File: config.mk
export PLATFORM = sky130hd
export DESIGN_NAME = read_request_port
export DESIGN_NICKNAME = d
export VERILOG_FILES = /design/src/rtl/read_request_port.sv
export SDC_FILE = /design/constraint.sdc
export NUM_CORES = 1
export LEC_CHECK = 0
export ABC_CLOCK_PERIOD_IN_PS = 1700
export BUFFER_PORTS_ARGS = -buffer_cell sky130_fd_sc_hd__buf_2
export CORE_ASPECT_RATIO = 0.75
export CORE_MARGIN = 2
export CORE_UTILIZATION = 49
export CTS_CLUSTER_SIZE = 40
export DETAILED_ROUTE_END_ITERATION = 10
export GPL_TIMING_DRIVEN = 0
export PLACE_DENSITY_LB_ADDON = 0.15
export SKIP_LAST_GASP = 1
export SYNTH_ARGS = -nofsm -noshare
export SYNTH_HDL_FRONTEND = slang
export SYNTH_SLANG_ARGS = --single-unit
File: constraint.sdc
create_clock -name CLK -period 1.7 [get_ports CLK]
set_clock_uncertainty 0.05 [all_clocks]
set_input_delay 0.255 -clock CLK [delete_from_list [all_inputs] [get_ports CLK]]
set_output_delay 0.255 -clock CLK [all_outputs]
set_load 0.05 [all_outputs]
File: src/rtl/read_request_port.sv
// Core-side read master for the daisy-chained read arbiter: byte/word reads with stale-ACK masking.
// Optional per-byte request timeout enabled by defining READPORT_TIMEOUT_EN.
module read_request_port #(
  parameter int unsigned TIMEOUT_CYCLES = 255
) (
  input  logic        CLK,
  input  logic        RST,
  input  logic        READPORT_CORE_START,
  input  logic [15:0] READPORT_CORE_ADDR,
  input  logic        READPORT_CORE_WORD,
  output logic        READPORT_CORE_BUSY,
  output logic        READPORT_CORE_DONE,
  output logic [15:0] READPORT_CORE_DATA,
  output logic        READPORT_CORE_ERROR,
  output logic        READPORT_READ_REQUEST,
  output logic [15:0] READPORT_ARB_ADDR,
  input  logic [7:0]  READPORT_ARB_DATA,
  input  logic        READPORT_ARB_ACK
);

  typedef enum logic [1:0] {S_IDLE, S_REQ, S_DRAIN} state_t;

  state_t      state_q, state_d;
  logic [15:0] addr_q, addr_d;
  logic        word_q, word_d;
  logic        idx_q, idx_d;
  logic [7:0]  byte0_q, byte0_d;
  logic [7:0]  byte1_q, byte1_d;
  logic        drain_q, drain_d;
  logic        err_q, err_d;
  logic        req_q, req_d;
  logic [15:0] arb_addr_q, arb_addr_d;
  logic        busy_q, busy_d;
  logic        done_q, done_d;
  logic [15:0] data_q, data_d;
  logic        error_q, error_d;
`ifdef READPORT_TIMEOUT_EN
  localparam logic [7:0] TMO_LAST = 8'(TIMEOUT_CYCLES - 1);
  logic [7:0]  tmo_q, tmo_d;
`endif

  always_comb begin
    state_d    = state_q;
    addr_d     = addr_q;
    word_d     = word_q;
    idx_d      = idx_q;
    byte0_d    = byte0_q;
    byte1_d    = byte1_q;
    drain_d    = drain_q;
    err_d      = err_q;
    req_d      = req_q;
    arb_addr_d = arb_addr_q;
    busy_d     = busy_q;
    done_d     = 1'b0;
    data_d     = data_q;
    error_d    = error_q;
`ifdef READPORT_TIMEOUT_EN
    tmo_d      = tmo_q;
`endif
    unique case (state_q)
      S_IDLE: begin
        if (READPORT_CORE_START) begin
          addr_d     = READPORT_CORE_ADDR;
          word_d     = READPORT_CORE_WORD;
          idx_d      = 1'b0;
          err_d      = 1'b0;
          req_d      = 1'b1;
          arb_addr_d = READPORT_CORE_ADDR;
          busy_d     = 1'b1;
          state_d    = S_REQ;
`ifdef READPORT_TIMEOUT_EN
          tmo_d      = 8'd0;
`endif
        end
      end
      S_REQ: begin
        // ACK beats a coincident timeout expiry
        if (READPORT_ARB_ACK) begin
          if (idx_q) byte1_d = READPORT_ARB_DATA;
          else       byte0_d = READPORT_ARB_DATA;
          req_d   = 1'b0;
          drain_d = 1'b0;
          state_d = S_DRAIN;
        end
`ifdef READPORT_TIMEOUT_EN
        else if (tmo_q == TMO_LAST) begin
          err_d   = 1'b1;
          req_d   = 1'b0;
          drain_d = 1'b0;
          state_d = S_DRAIN;
        end else begin
          tmo_d = tmo_q + 8'd1;
        end
`endif
      end
      S_DRAIN: begin
        // two dead cycles swallow the stale ACK the arbiter emits after a drop
        if (!drain_q) begin
          drain_d = 1'b1;
        end else if (word_q && !idx_q && !err_q) begin
          idx_d      = 1'b1;
          arb_addr_d = addr_q + 16'd1;
          req_d      = 1'b1;
          state_d    = S_REQ;
`ifdef READPORT_TIMEOUT_EN
          tmo_d      = 8'd0;
`endif
        end else begin
          state_d = S_IDLE;
          done_d  = 1'b1;
          busy_d  = 1'b0;
          error_d = err_q;
          if (err_q)       data_d = 16'h0000;
          else if (word_q) data_d = {byte1_q, byte0_q};
          else             data_d = {8'h00, byte0_q};
        end
      end
      default: state_d = S_IDLE;
    endcase
  end

  always_ff @(posedge CLK) begin
    if (RST) begin
      state_q    <= S_IDLE;
      addr_q     <= 16'h0000;
      word_q     <= 1'b0;
      idx_q      <= 1'b0;
      byte0_q    <= 8'h00;
      byte1_q    <= 8'h00;
      drain_q    <= 1'b0;
      err_q      <= 1'b0;
      req_q      <= 1'b0;
      arb_addr_q <= 16'h0000;
      busy_q     <= 1'b0;
      done_q     <= 1'b0;
      data_q     <= 16'h0000;
      error_q    <= 1'b0;
`ifdef READPORT_TIMEOUT_EN
      tmo_q      <= 8'd0;
`endif
    end else begin
      state_q    <= state_d;
      addr_q     <= addr_d;
      word_q     <= word_d;
      idx_q      <= idx_d;
      byte0_q    <= byte0_d;
      byte1_q    <= byte1_d;
      drain_q    <= drain_d;
      err_q      <= err_d;
      req_q      <= req_d;
      arb_addr_q <= arb_addr_d;
      busy_q     <= busy_d;
      done_q     <= done_d;
      data_q     <= data_d;
      error_q    <= error_d;
`ifdef READPORT_TIMEOUT_EN
      tmo_q      <= tmo_d;
`endif
    end
  end

  assign READPORT_CORE_BUSY    = busy_q;
  assign READPORT_CORE_DONE    = done_q;
  assign READPORT_CORE_DATA    = data_q;
  assign READPORT_CORE_ERROR   = error_q;
  assign READPORT_READ_REQUEST = req_q;
  assign READPORT_ARB_ADDR     = arb_addr_q;

endmodule

; ---- Word-level counts from Yosys, hierarchy flattened
; Cells that the tools add are included.
[word_totals]
mem_bits_rw = 0
inputBits = 29
word_cells = 62
output_inout_bits = 36
mem_bits_ro = 0
memories = 0
latchBits = 0
reg_bits = 72
[classes]
bitwise_logic = 4
n_eq_ne = 7
mul = 0
mux = 22
order_cmp = 0
div = 0
shift = 0
n_reduce_logical = 16
add_sub_neg = 1
[ops]
columns = cell, n
row1 = $mux 16, 4
row2 = $pmux 16 s2, 1
row3 = $add 16x1->16 const B, 1
row4 = $reduce_and 3->1, 4
row5 = $ne 2x2->1 const B, 5
row6 = $mux 1, 9
row7 = $reduce_and 4->1, 2
row8 = $mux 2, 3
row9 = $pmux 1 s2, 3
row10 = $pmux 2 s3, 1
row11 = $reduce_and 5->1, 1
row12 = $not 1->1, 4
row13 = $reduce_and 2->1, 2
row14 = $reduce_bool 2->1, 2
row15 = $pmux 1 s3, 1
row16 = $reduce_bool 3->1, 1
row17 = $reduce_or 3->1, 1
row18 = $eq 2x1->1 const B, 1
row19 = $eq 2x2->1 const B, 1
row20 = $logic_not 2->1, 1
row21 = $logic_and 1x1->1, 1
row22 = $logic_not 1->1, 1

; ---- Depth between registers and ports, before layout
; Gate-level depths: netlist of the first run.
[depth]
word_depth = 5
mapped_depth = 7
mapped_depth_nobuf = 5

; ---- Worst setup path after synthesis of the first run
; OpenSTA, ideal clock, no wires.
[synth_timing]
path_type = register -> register
startpoint = register addr_q[0]
endpoint = register arb_addr_q[8], in the netlist READPORT_ARB_ADDR[8]
path_slack_ps = 7
synth_period_minus_slack_ps = 1693
required_ps = 1584
setup_time_ps = 66
path_stages_with_launch = 6
n_path_buf = 0
arrival_ps = 1577
cell_sequence = dfxtp_1 > ha_1 > nand4_1 > or3_1 > a311o_1 > a21oi_2
[synth_between]
elab_chain_len = 4
[synth_rtl]
columns = element, line
row1 = start: declaration, 24  ; logic [15:0] addr_q, addr_d;
row2 = start signal: assignment, 143  ; addr_q <= addr_d;
row3 = $add 16x1->16, 102  ; arb_addr_d = addr_q + 16'd1;
row4 = $mux 16, 100  ; end else if (word_q && !idx_q && !err_q) begin
row5 = $mux 16, 98  ; if (!drain_q) begin
row6 = $pmux 16 s2, 60  ; unique case (state_q)
row7 = end signal: assignment, 151  ; arb_addr_q <= arb_addr_d;
row8 = end: declaration, 32  ; logic [15:0] arb_addr_q, arb_addr_d;
; Every way passes these cells. The select of a mux whose other input is x is not followed.
; A chain may end at the register's enable or synchronous reset.

; ---- Worst setup path after layout of the first run
[layout_timing]
startpoint = register addr_q[1]
endpoint = register arb_addr_q[8], in the netlist READPORT_ARB_ADDR[8]
; The elaborated chain is that of the path after synthesis.

==> results of run 1 <==
[layout make-up]
class / instances / area, sq um / area share, %
Buffer: 23 / 154 / 4.02
Clock buffer: 10 / 138 / 3.60
Clock inverter: 6 / 67.6 / 1.77
Inverter: 4 / 15.0 / 0.393
Multi-Input combinational cell: 283 / 1570 / 41.1
Sequential cell: 72 / 1450 / 37.9
Tap cell: 81 / 101 / 2.65
Timing Repair Buffer: 64 / 325 / 8.51
[report_power, final]
| part | total [mW] | internal, mW | switching, mW |
|---|---|---|---|
| registers | 1.82 | 1.76 | 0.0627 |
| clock network | 1.39 | 0.723 | 0.671 |
| logic | 0.557 | 0.178 | 0.379 |
| total | 3.78 | 2.66 | 1.11 |
[cells in the final DEF, fill, tap and decap left out, types with 5 or more instances in the layout]
master and n:
dfxtp_1 67, o21ai_0 5, a21oi_1 56, clkbuf_1 9
nand2_1 101, xnor2_1 5, nand3_1 12, nand4b_1 5
nand3b_1 8, nor2_1 20, buf_2 67, nand4_1 6
clkbuf_8 13
[synthesized netlist by cell type (2+ instances only)]
cell type and count:
nor4_1 5, nand2b_1 5, inv_1 4, nor2_1 21, or3_1 3, nor2b_1 2, buf_2 7, nand2_1 101
nor3b_1 3, xnor2_1 5, nand4_1 6, and4_2 2, nand3b_1 8, nand3_1 12, o41ai_1 3, clkbuf_8 3
a21oi_1 56, a311o_1 2, o211ai_2 4, a21o_1 2, nand4b_1 5, dfxtp_1 72, and3b_1 2, o21ai_0 5
nor3_1 4, a21oi_2 2, o31ai_1 2, buf_6 3, and2_1 2, a211o_1 2, clkbuf_1 12, xor2_1 3
a22oi_1 2
[worst max-delay path, cell delays in order, from the launching register on]
cell	delay (ns)
dfxtp_2	0.39
ha_4	0.17
nand4_1	0.15
or3_1	0.35
a311o_1	0.39
a21oi_2	0.11
[state kept, by name (all words and copies together) (netlist names)]
signal,flops
addr_q,16
byte1_q,8
READPORT_CORE_BUSY,1
READPORT_ARB_ADDR,16
word_q,1
idx_q,1
READPORT_CORE_DONE,1
READPORT_READ_REQUEST,1
byte0_q,8
drain_q,1
READPORT_CORE_DATA,16
state_q,2
[per-layer routing]
metal | GRT usage (%) | vias up | part of all wire (%)
li1 | - | 1473 | -
met1 | 38.0 | 1400 | 49
met2 | 34.3 | 115 | 43
met3 | 5.54 | 8 | 7.4
met4 | 7.04 | 0 | 0.90
met5 | 0 | - | 0
[through the flow]
| step | total power [mW] | setup WS (ns) | instances | hold slack [ns] |
|---|---|---|---|---|
| 3_3_place_gp | 2.39 | -0.239 | 528 | 0.387 |
| 2_1_floorplan | 2.23 | 0.00691 | 385 | 0.339 |
| 3_5_place_dp | 2.40 | -0.229 | 528 | 0.394 |
| 5_1_grt | 3.92 | -0.0644 | 543 | 0.0924 |
| 6_report | 3.78 | 0.0352 | 543 | 0.0967 |
| 4_1_cts | 3.78 | 0.0222 | 544 | 0.0907 |
[how the worst min path moves through the flow]
stage,to,slack (ns),start,cells after the start
2_1_floorplan,byte0_q[7],0.34,READPORT_ARB_DATA[7],2
3_3_place_gp,READPORT_CORE_DATA[11],0.39,READPORT_CORE_DATA[11],2
3_5_place_dp,READPORT_CORE_DATA[2],0.39,READPORT_CORE_DATA[2],2
4_1_cts,addr_q[1],0.09,READPORT_CORE_ADDR[1],3
5_1_grt,byte0_q[4],0.09,READPORT_ARB_DATA[4],3
6_report,addr_q[1],0.1,READPORT_CORE_ADDR[1],3
[cell families after synthesis]
family                   count (synthesis)  share of synthesized area [%]
AND/OR/NAND/NOR                        186                           28.7
other                                    1                          0.119
buffers and inverters                   30                           5.65
flip-flops                              72                           45.9
XOR/XNOR                                 8                           2.23
AO/OA/AOI/OAI                           87                           17.0
adder cells (fa/ha/maj)                  1                          0.398
[what timing repair did]
| item | in CTS | in global routing |
|---|---|---|
| endpoints found under the setup margin | 29 | 28 |
| resized for setup | 8 | 9 |
| hold endpoints to repair | 0 | 0 |
| pin swaps | 1 | 3 |
| buffers inserted | 1 | 1 |
==> flow_summary_export.csv, run 1 <==
group,metric,value,unit
timing,min_period,1.66,ns
detailed_routing,drc,0,
clock_tree,path_clk_slew,0.08,ns
clock_tree,htreeDepth,3,
placed_design,gp_congestion,0.877,
synth,synth.cell_area,3140,sq um
synth,synth-edff-count,0,
clock_tree,hold_buffers,0,
synth,ys_ff_latch,72,
floorplan,die_y,73.4,microns
clock_tree,cts-root-buf,"clkbuf_8",
floorplan,dieArea,7080,sq um
placed_design,portBuffers,62,
grt,grtUsageTotal,24.7,%
synth,yosysSeqAreaShare,45.9,%
timing,hold_violations,0,
flow_run,max_cap_viol_count,0,
timing,worst_slew_pin_slew,0.561,ns
synth,synth_top_area_share,45.9,%
run_status,status,"completed",
synth,synthArstFlopShare,0,%
timing,fmax,601,MHz
detailed_routing,routed_wirelength,8.45,mm
floorplan,fp.coreArea,6260,sq um
synth,synth_area_leaders,"dfxtp_1, nand2_1, a21oi_1",
layout,postLayoutCoreUtil,61.1,%
timing,slew_headroom,62.5,%
worst_setup_path,cp.arrival,1.90,ns
worst_setup_path,ff2ff_path_depth,5,
worst_setup_path,critPathCapture,"READPORT_ARB_ADDR[8]",
layout,diodes,0,
clock_tree,cts_max_path_buffers,2,
worst_setup_path,worstSetupEndpointType,"register",
timing,rsz0062_at_grt,"true",
grt,grt_pass1_wl,13.1,mm
grt,grt_pass1_vias,2601,
floorplan,die_x,96.5,microns
layout,nNetsFinal,487,
worst_setup_path,regToRegStartpoint,"addr_q[1]",
floorplan,io_pins,65,
synth,synth_top_area_cell,"dfxtp_1",
grt,grt_max_degree,14,
detailed_routing,dr_total_vias,2996,
pwr,p_per_area,987,nW/um^2
grt,grt.overflow.total,0,
pwr,ir_drop,0.648,mV
detailed_routing,post_drt_wl_per_cell,15.6,microns
worst_setup_path,path_max_fanout,5,
min_path,hold_path.class,"input port to register",
detailed_routing,drtPass1Iterations,5,
detailed_routing,vias_per_cell,5.52,
worst_setup_path,path_class,"register to register",
synth,syn_inst,385,
grt,antenna_found_initial,0,
detailed_routing,drtIter0Drc,214,
synth,yosysWarningCount,0,
worst_setup_path,critPathRequiredTime,1.93,ns
layout,drive_gt1_share,25.5,%
detailed_routing,detail-route-antenna-nets,0,
clock_tree,cts_made_buffers,9,
clock_tree,clock-sinks,72,
timing,final-setup-viol-count,0,
worst_setup_path,r2r_end,"READPORT_ARB_ADDR[8]",
synth,dominantRegCellSynth,"dfxtp_1",
floorplan,start_util,50.2,%
worst_setup_path,critPathLaunchType,"register",
clock_tree,clk_latency,0.34,ns
synth,ys_types,48,
placed_design,hpwl,6.06,mm
clock_tree,tritoncts,"built",
floorplan,row_count,25,
timing,slew_violations,0,
synth,synth_fp_nets,415,
timing,fin_crit_sh,97.9,%
worst_setup_path,rrSetupSlack,0.04,ns
worst_setup_path,critPathLaunch,"addr_q[1]",
layout,fillers,611,
timing,finalSetupTns,0,ns
layout,area_delta_synth_final,21.7,%
layout,stdcell_area,3820,sq um
synth,synth_area_per_cell,8.16,sq um
placed_design,dpl_cell_area,3550,sq um
pwr,p_leak,1.48,nW
Note: power is estimated with default switching activity, not from simulation.
==> run 2, diff against run 1 <==
--- a/config.mk
+++ b/config.mk
@@ -14,6 +14,7 @@
 export DETAILED_ROUTE_END_ITERATION = 10
 export GPL_TIMING_DRIVEN = 0
 export PLACE_DENSITY_LB_ADDON = 0.15
+export REMOVE_ABC_BUFFERS = 1
 export SKIP_LAST_GASP = 1
 export SYNTH_ARGS = -nofsm -noshare
 export SYNTH_HDL_FRONTEND = slang
==> run 2 against run 1 <==
  * Cell area shrank 1.3%
  * Largest power group unchanged
  * Non-clock buffer count shrank 17
  * Critical path type unchanged
  * Sequential power is essentially flat
  * Register-to-register slack is essentially flat
  * Sequential share of layout area grew 0.81 points
  * Largest cell class unchanged
  * Sequential cell count is the same
  * Routed wire length shrank 9.6%
  * Die area is the same
  * Critical path depth shrank 1
  * Clock power shrank 4%
==> flow_summary_export.csv, run 2 (synthesis gave the netlist of run 1 again) <==
group,metric,value,unit
placed_design,gp_congestion,0.858,
pwr,pwr-share-clk,36.1,%
clock_tree,htreeDepth,3,
run_status,status,"completed",
pwr,ir_drop,0.567,mV
layout,nNetsFinal,471,
detailed_routing,routed_wirelength,7.64,mm
flow_run,max_cap_viol_count,0,
grt,antenna_found_initial,0,
clock_tree,clock-sinks,72,
worst_setup_path,path_max_fanout,7,
min_path,hold_path.class,"input port to register",
worst_setup_path,path_cells,"nand4b_1, a21o_4, or3_4, o211ai_2",
grt,grtUsageTotal,21.9,%
timing,min_period,1.65,ns
grt,grt_max_degree,82,
timing,slew_headroom,47.1,%
pwr,seqPwrFrac,50.1,%
detailed_routing,dr_total_vias,2850,
timing,slew_violations,0,
detailed_routing,drtPass1Iterations,4,
clock_tree,path_clk_slew,0.08,ns
layout,final_common_cell,"nand2_1",
timing,worst_slew_pin_slew,0.793,ns
timing,setup_slack,0.0477,ns
clock_tree,cts_max_path_buffers,2,
detailed_routing,drc,0,
worst_setup_path,crit_path_max_incr_delay,0.42,ns
floorplan,dieArea,7080,sq um
floorplan,io_pins,65,
clock_tree,tritoncts,"built",
worst_setup_path,worst-path-buf-inv,0,
placed_design,portBuffers,63,
pwr,fin_total_pwr,3.68,mW
floorplan,die_y,73.4,microns
clock_tree,cts_made_buffers,9,
grt,grt.overflow.total,0,
timing,fmax,605,MHz
layout,stdcell_area,3770,sq um
timing,fin_crit_sh,97.2,%
floorplan,row_count,25,
floorplan,start_util,50.2,%
worst_setup_path,slowest_stage,"or3_4",
worst_setup_path,cp_num_cells,4,
pwr,internal-power,2.60,mW
pwr,pwr-share-comb,13.8,%
floorplan,die_x,96.5,microns
detailed_routing,drtIter0Drc,159,
worst_setup_path,ff2ff_path_depth,4,
worst_setup_path,critPathLaunchType,"register",
pwr,switching_share,29.3,%
worst_setup_path,cp.arrival,1.88,ns
pwr,p_per_area,975,nW/um^2
worst_setup_path,critPathRequiredTime,1.93,ns
timing,whs,0.100,ns
worst_setup_path,cp_top_family,"simple AND/OR/NAND/NOR gates",
worst_setup_path,worstSetupEndpointType,"register",
clock_tree,hold_buffers,0,
clock_tree,clk_latency,0.34,ns
grt,grt_pass1_wl,11.9,mm
worst_setup_path,path_class,"register to register",
clock_tree,cts-root-buf,"clkbuf_8",
floorplan,fp.coreArea,6260,sq um
pwr,p_leak,1.44,nW
layout,area_delta_synth_final,20.0,%
placed_design,dp_slack,-0.494,ns
layout,stdcell_count,527,
detailed_routing,detail-route-antenna-nets,0,
placed_design,dp.cells,503,
detailed_routing,vias_per_cell,5.41,
grt,grt_pass1_vias,2501,
placed_design,hpwl,4.83,mm
placed_design,dpl_cell_area,3400,sq um
layout,drive_gt1_share,27.1,%
pwr,power.switching,1.08,mW
layout,final_cell_mix,"nand2_1, dfxtp_1, buf_2",
timing,hold_violations,0,
detailed_routing,post_drt_wl_per_cell,14.5,microns
timing,final-setup-viol-count,0,
layout,diodes,0,
min_path,hold_depth,3,
run 2: cell types whose count changed in the layout (fill, tap and decap cells not counted), moves of 2 or more:
cell / delta
nand2b_2: +2
dfxtp_1: -3
buf_4: +4
buf_6: -3
clkbuf_1: -9
nand2b_1: -2
clkbuf_8: -4
clkinv_2: +2
buf_2: -5
dfxtp_4: +3
run 2: timing repair:
action | in CTS | in global routing
setup endpoints to repair | 55 | 47
pin swaps | 2 | 4
cloned | 0 | 1
endpoints found under the hold margin | 0 | 0
resized for setup | 16 | 15
buffers inserted | 2 | 5
run 2: area by class of cell:
class                           instances  area [sq um]
Clock buffer                            9           124
Clock inverter                          7          70.1
Fill cell                             602          2480
Inverter                                4          15.0
Multi-Input combinational cell        284          1620
Sequential cell                        72          1460
Tap cell                               81           101
Timing Repair Buffer                   70           383
run 2: through the flow:
stage / utilization, % / TNS, ns
after global placement: 54.3 / -14.10
after detailed placement: 54.3 / -15.21
after CTS: 58.3 / 0
final: 60.3 / 0
after floorplan: - / -0.237
after global routing: 60.3 / -0.00232
run 2: routing by layer:
| metal | vias to the layer above | GRT usage (%) | wire [microns] |
|---|---|---|---|
| li1 | 1444 | - | - |
| met1 | 1307 | 31.1 | 3660 |
| met2 | 97 | 31.9 | 3390 |
| met3 | 2 | 7.90 | 565 |
| met4 | 0 | 5.32 | 27 |
| met5 | - | 0 | 0 |
run 2: worst paths after layout:
| path | start | endpoint | slack [ns] |
|---|---|---|---|
| setup / recovery | drain_q | READPORT_ARB_ADDR[15] | 0.05 |
| hold / removal | READPORT_CORE_WORD | word_q | 0.10 |
| setup reg to reg | drain_q | READPORT_ARB_ADDR[15] | 0.05 |
| hold reg to reg | READPORT_CORE_DATA[13] | READPORT_CORE_DATA[13] | 0.40 |
run 2: worst reg2reg max path, cell delays in order, from the launching register on:
cell,delay (ns)
dfxtp_1,0.41
nand4b_1,0.22
a21o_4,0.31
or3_4,0.42
o211ai_2,0.17
run 2: power groups by stage:
stage / Clock, mW / Combinational, mW / Sequential, mW
detailed placement: 0 / 0.480 / 1.87
global route: 1.44 / 0.552 / 1.85
finish: 1.33 / 0.508 / 1.84
global placement: 0 / 0.475 / 1.87
CTS: 1.36 / 0.489 / 1.84
floorplan: 0 / 0.197 / 1.98
==> run 3, diff against run 2 <==
--- a/config.mk
+++ b/config.mk
@@ -9,7 +9,8 @@
 export BUFFER_PORTS_ARGS = -buffer_cell sky130_fd_sc_hd__buf_2
 export CORE_ASPECT_RATIO = 0.75
 export CORE_MARGIN = 2
-export CORE_UTILIZATION = 49
+export CORE_UTILIZATION = 51
+export CTS_BUF_LIST = sky130_fd_sc_hd__clkbuf_2 sky130_fd_sc_hd__clkbuf_4 sky130_fd_sc_hd__clkbuf_8
 export CTS_CLUSTER_SIZE = 40
 export DETAILED_ROUTE_END_ITERATION = 10
 export GPL_TIMING_DRIVEN = 0
==> run 3 against run 2 <==
  * Combinational power up 4.3%
  * Die area down 3.7%
  * Critical path depth unchanged
  * Global-route usage up 0.67 points
  * Hold slack worse by 0.0032 ns
  * Sequential cell count unchanged
  * Power up 5.2%
  * Critical endpoint is now READPORT_ARB_ADDR[13]
  * Highest routed layer unchanged
==> flow_summary_export.csv, run 3 (synthesis gave the netlist of run 1 again) <==
group,metric,value,unit
run_status,status,"completed",
layout,nNetsFinal,472,
grt,grt_max_degree,82,
clock_tree,tritoncts,"built",
pwr,p_per_area,1010,nW/um^2
floorplan,die_y,72.0,microns
worst_setup_path,rrSetupSlack,0.02,ns
floorplan,io_pins,65,
pwr,ir_drop,0.661,mV
clock_tree,cts_made_buffers,9,
timing,fin_crit_sh,98.6,%
worst_setup_path,crit_path_max_incr_delay,0.44,ns
grt,met2_usage,30.9,%
grt,antenna_found_initial,0,
worst_setup_path,slowest_stage,"dfxtp_2",
timing,worst_slew_pin_slew,0.805,ns
layout,stdcell_area,3830,sq um
worst_setup_path,path_cells,"nand4b_1, a21o_4, or3_4, o211ai_2",
layout,drive_gt1_share,27.1,%
clock_tree,path_clk_slew,0.08,ns
worst_setup_path,path_max_fanout,10,
placed_design,dpl_cell_area,3390,sq um
placed_design,portBuffers,63,
detailed_routing,drtPass1Iterations,4,
min_path,hold_end,"addr_q[10]",
grt,grtUsageTotal,22.6,%
floorplan,row_count,24,
timing,hold_violations,0,
layout,final_cell_mix,"nand2_1, dfxtp_1, buf_2",
placed_design,dp_slack,-0.461,ns
worst_setup_path,r2r_end,"READPORT_ARB_ADDR[13]",
grt,grt.overflow.total,0,
detailed_routing,drc,0,
grt,grt_pass1_vias,2475,
clock_tree,htreeDepth,3,
worst_setup_path,path_class,"register to register",
worst_setup_path,critPathRequiredTime,1.93,ns
timing,setup_slack,0.0237,ns
layout,area_delta_synth_final,21.7,%
floorplan,dieArea,6810,sq um
flow_run,max_cap_viol_count,0,
detailed_routing,post_drt_wl_per_cell,15.3,microns
grt,grt_busiest_layer,"met1",
layout,final_common_cell,"nand2_1",
timing,rsz0062_at_grt,"true",
detailed_routing,detail-route-antenna-nets,0,
detailed_routing,vias_per_cell,5.50,
min_path,hold_path.class,"input port to register",
worst_setup_path,cp.arrival,1.91,ns
placed_design,dp.cells,500,
worst_setup_path,worstSetupEndpointType,"register",
worst_setup_path,regToRegStartpoint,"state_q[1]",
grt,grt_pass1_wl,12.0,mm
detailed_routing,dr_total_vias,2889,
clock_tree,clk_latency,0.35,ns
timing,min_period,1.68,ns
min_path,hold_depth,3,
detailed_routing,routed_wirelength,8.04,mm
timing,slew_violations,0,
clock_tree,clock-sinks,72,
timing,final-setup-viol-count,0,
placed_design,hpwl,4.90,mm
timing,slew_headroom,46.3,%
floorplan,fp.coreArea,5890,sq um
detailed_routing,drtIter0Drc,260,
placed_design,gp_congestion,0.859,
min_path,hp-start,"READPORT_CORE_ADDR[10]",
pwr,p_leak,1.46,nW
clock_tree,hold_buffers,0,
worst_setup_path,ff2ff_path_depth,4,
floorplan,die_x,94.6,microns
worst_setup_path,critPathLaunchType,"register",
layout,diodes,0,
clock_tree,cts-root-buf,"clkbuf_8",
floorplan,start_util,53.4,%
timing,fmax,597,MHz
grt,met3_usage,6.96,%
timing,whs,0.0971,ns
layout,stdcell_count,525,
grt,use_met1,34.7,%
clock_tree,cts_max_path_buffers,2,
## run 3: cell count changes in the layout (fill, tap and decap cells not counted), sizes merged
cell    change
clkinv      -1
bufinv      +1
buf         +1
## run 3: through the flow
step / TNS, ns / util, % / total power, mW
after floorplan: -0.237 / - / 2.18
after global placement: -12.91 / 57.7 / 2.34
after detailed placement: -14.03 / 57.7 / 2.35
after CTS: -0.147 / 62.1 / 3.84
after global routing: -0.320 / 65.0 / 4.01
final: 0 / 65.0 / 3.87
## run 3: layout make-up
cell class / count / area, sq um
Tap cell: 78 / 97.6
Sequential cell: 72 / 1460
Clock inverter: 7 / 95.1
Clock buffer: 9 / 124
Multi-Input combinational cell: 284 / 1620
Inverter: 4 / 15.0
Timing Repair Buffer: 71 / 415
Fill cell: 548 / 2060
## run 3: how the worst max path moves through the flow
stage | start | end | slack, ns | cells after the start
CTS | state_q[0] | READPORT_ARB_ADDR[8] | -0.05 | 4
finish | state_q[1] | READPORT_ARB_ADDR[13] | 0.02 | 4
global route | addr_q[3] | READPORT_ARB_ADDR[5] | -0.09 | 4
global placement | word_q | READPORT_ARB_ADDR[12] | -0.43 | 4
floorplan | word_q | READPORT_ARB_ADDR[12] | -0.06 | 4
detailed placement | word_q | READPORT_ARB_ADDR[13] | -0.46 | 4
## run 3: critical path, delay by kind of cell (launching register included)
| family | cells | cell delay [ns] |
|---|---|---|
| flip-flops | 1 | 0.44 |
| AO/OA/AOI/OAI | 2 | 0.47 |
| AND/OR/NAND/NOR | 2 | 0.65 |
## run 3: timing repair
item | CTS | global route
setup buffers | 1 | 7
endpoints found under the hold margin | 0 | 0
pin swaps | 0 | 5
resized for setup | 14 | 15
cloned | 0 | 1
setup endpoints to repair | 55 | 25
## run 3: routing by layer
layer | vias up | part of all wire, %
li1 | 1443 | -
met1 | 1325 | 48
met2 | 108 | 44
met3 | 13 | 7.3
met4 | 0 | 1.3
met5 | - | 0
## run 3: power by group
group / leakage, nW / total, mW / switching, mW / internal [mW]
registers: 0.591 / 1.84 / 0.0829 / 1.76
clock network: 0.110 / 1.49 / 0.665 / 0.828
logic: 0.759 / 0.530 / 0.357 / 0.172
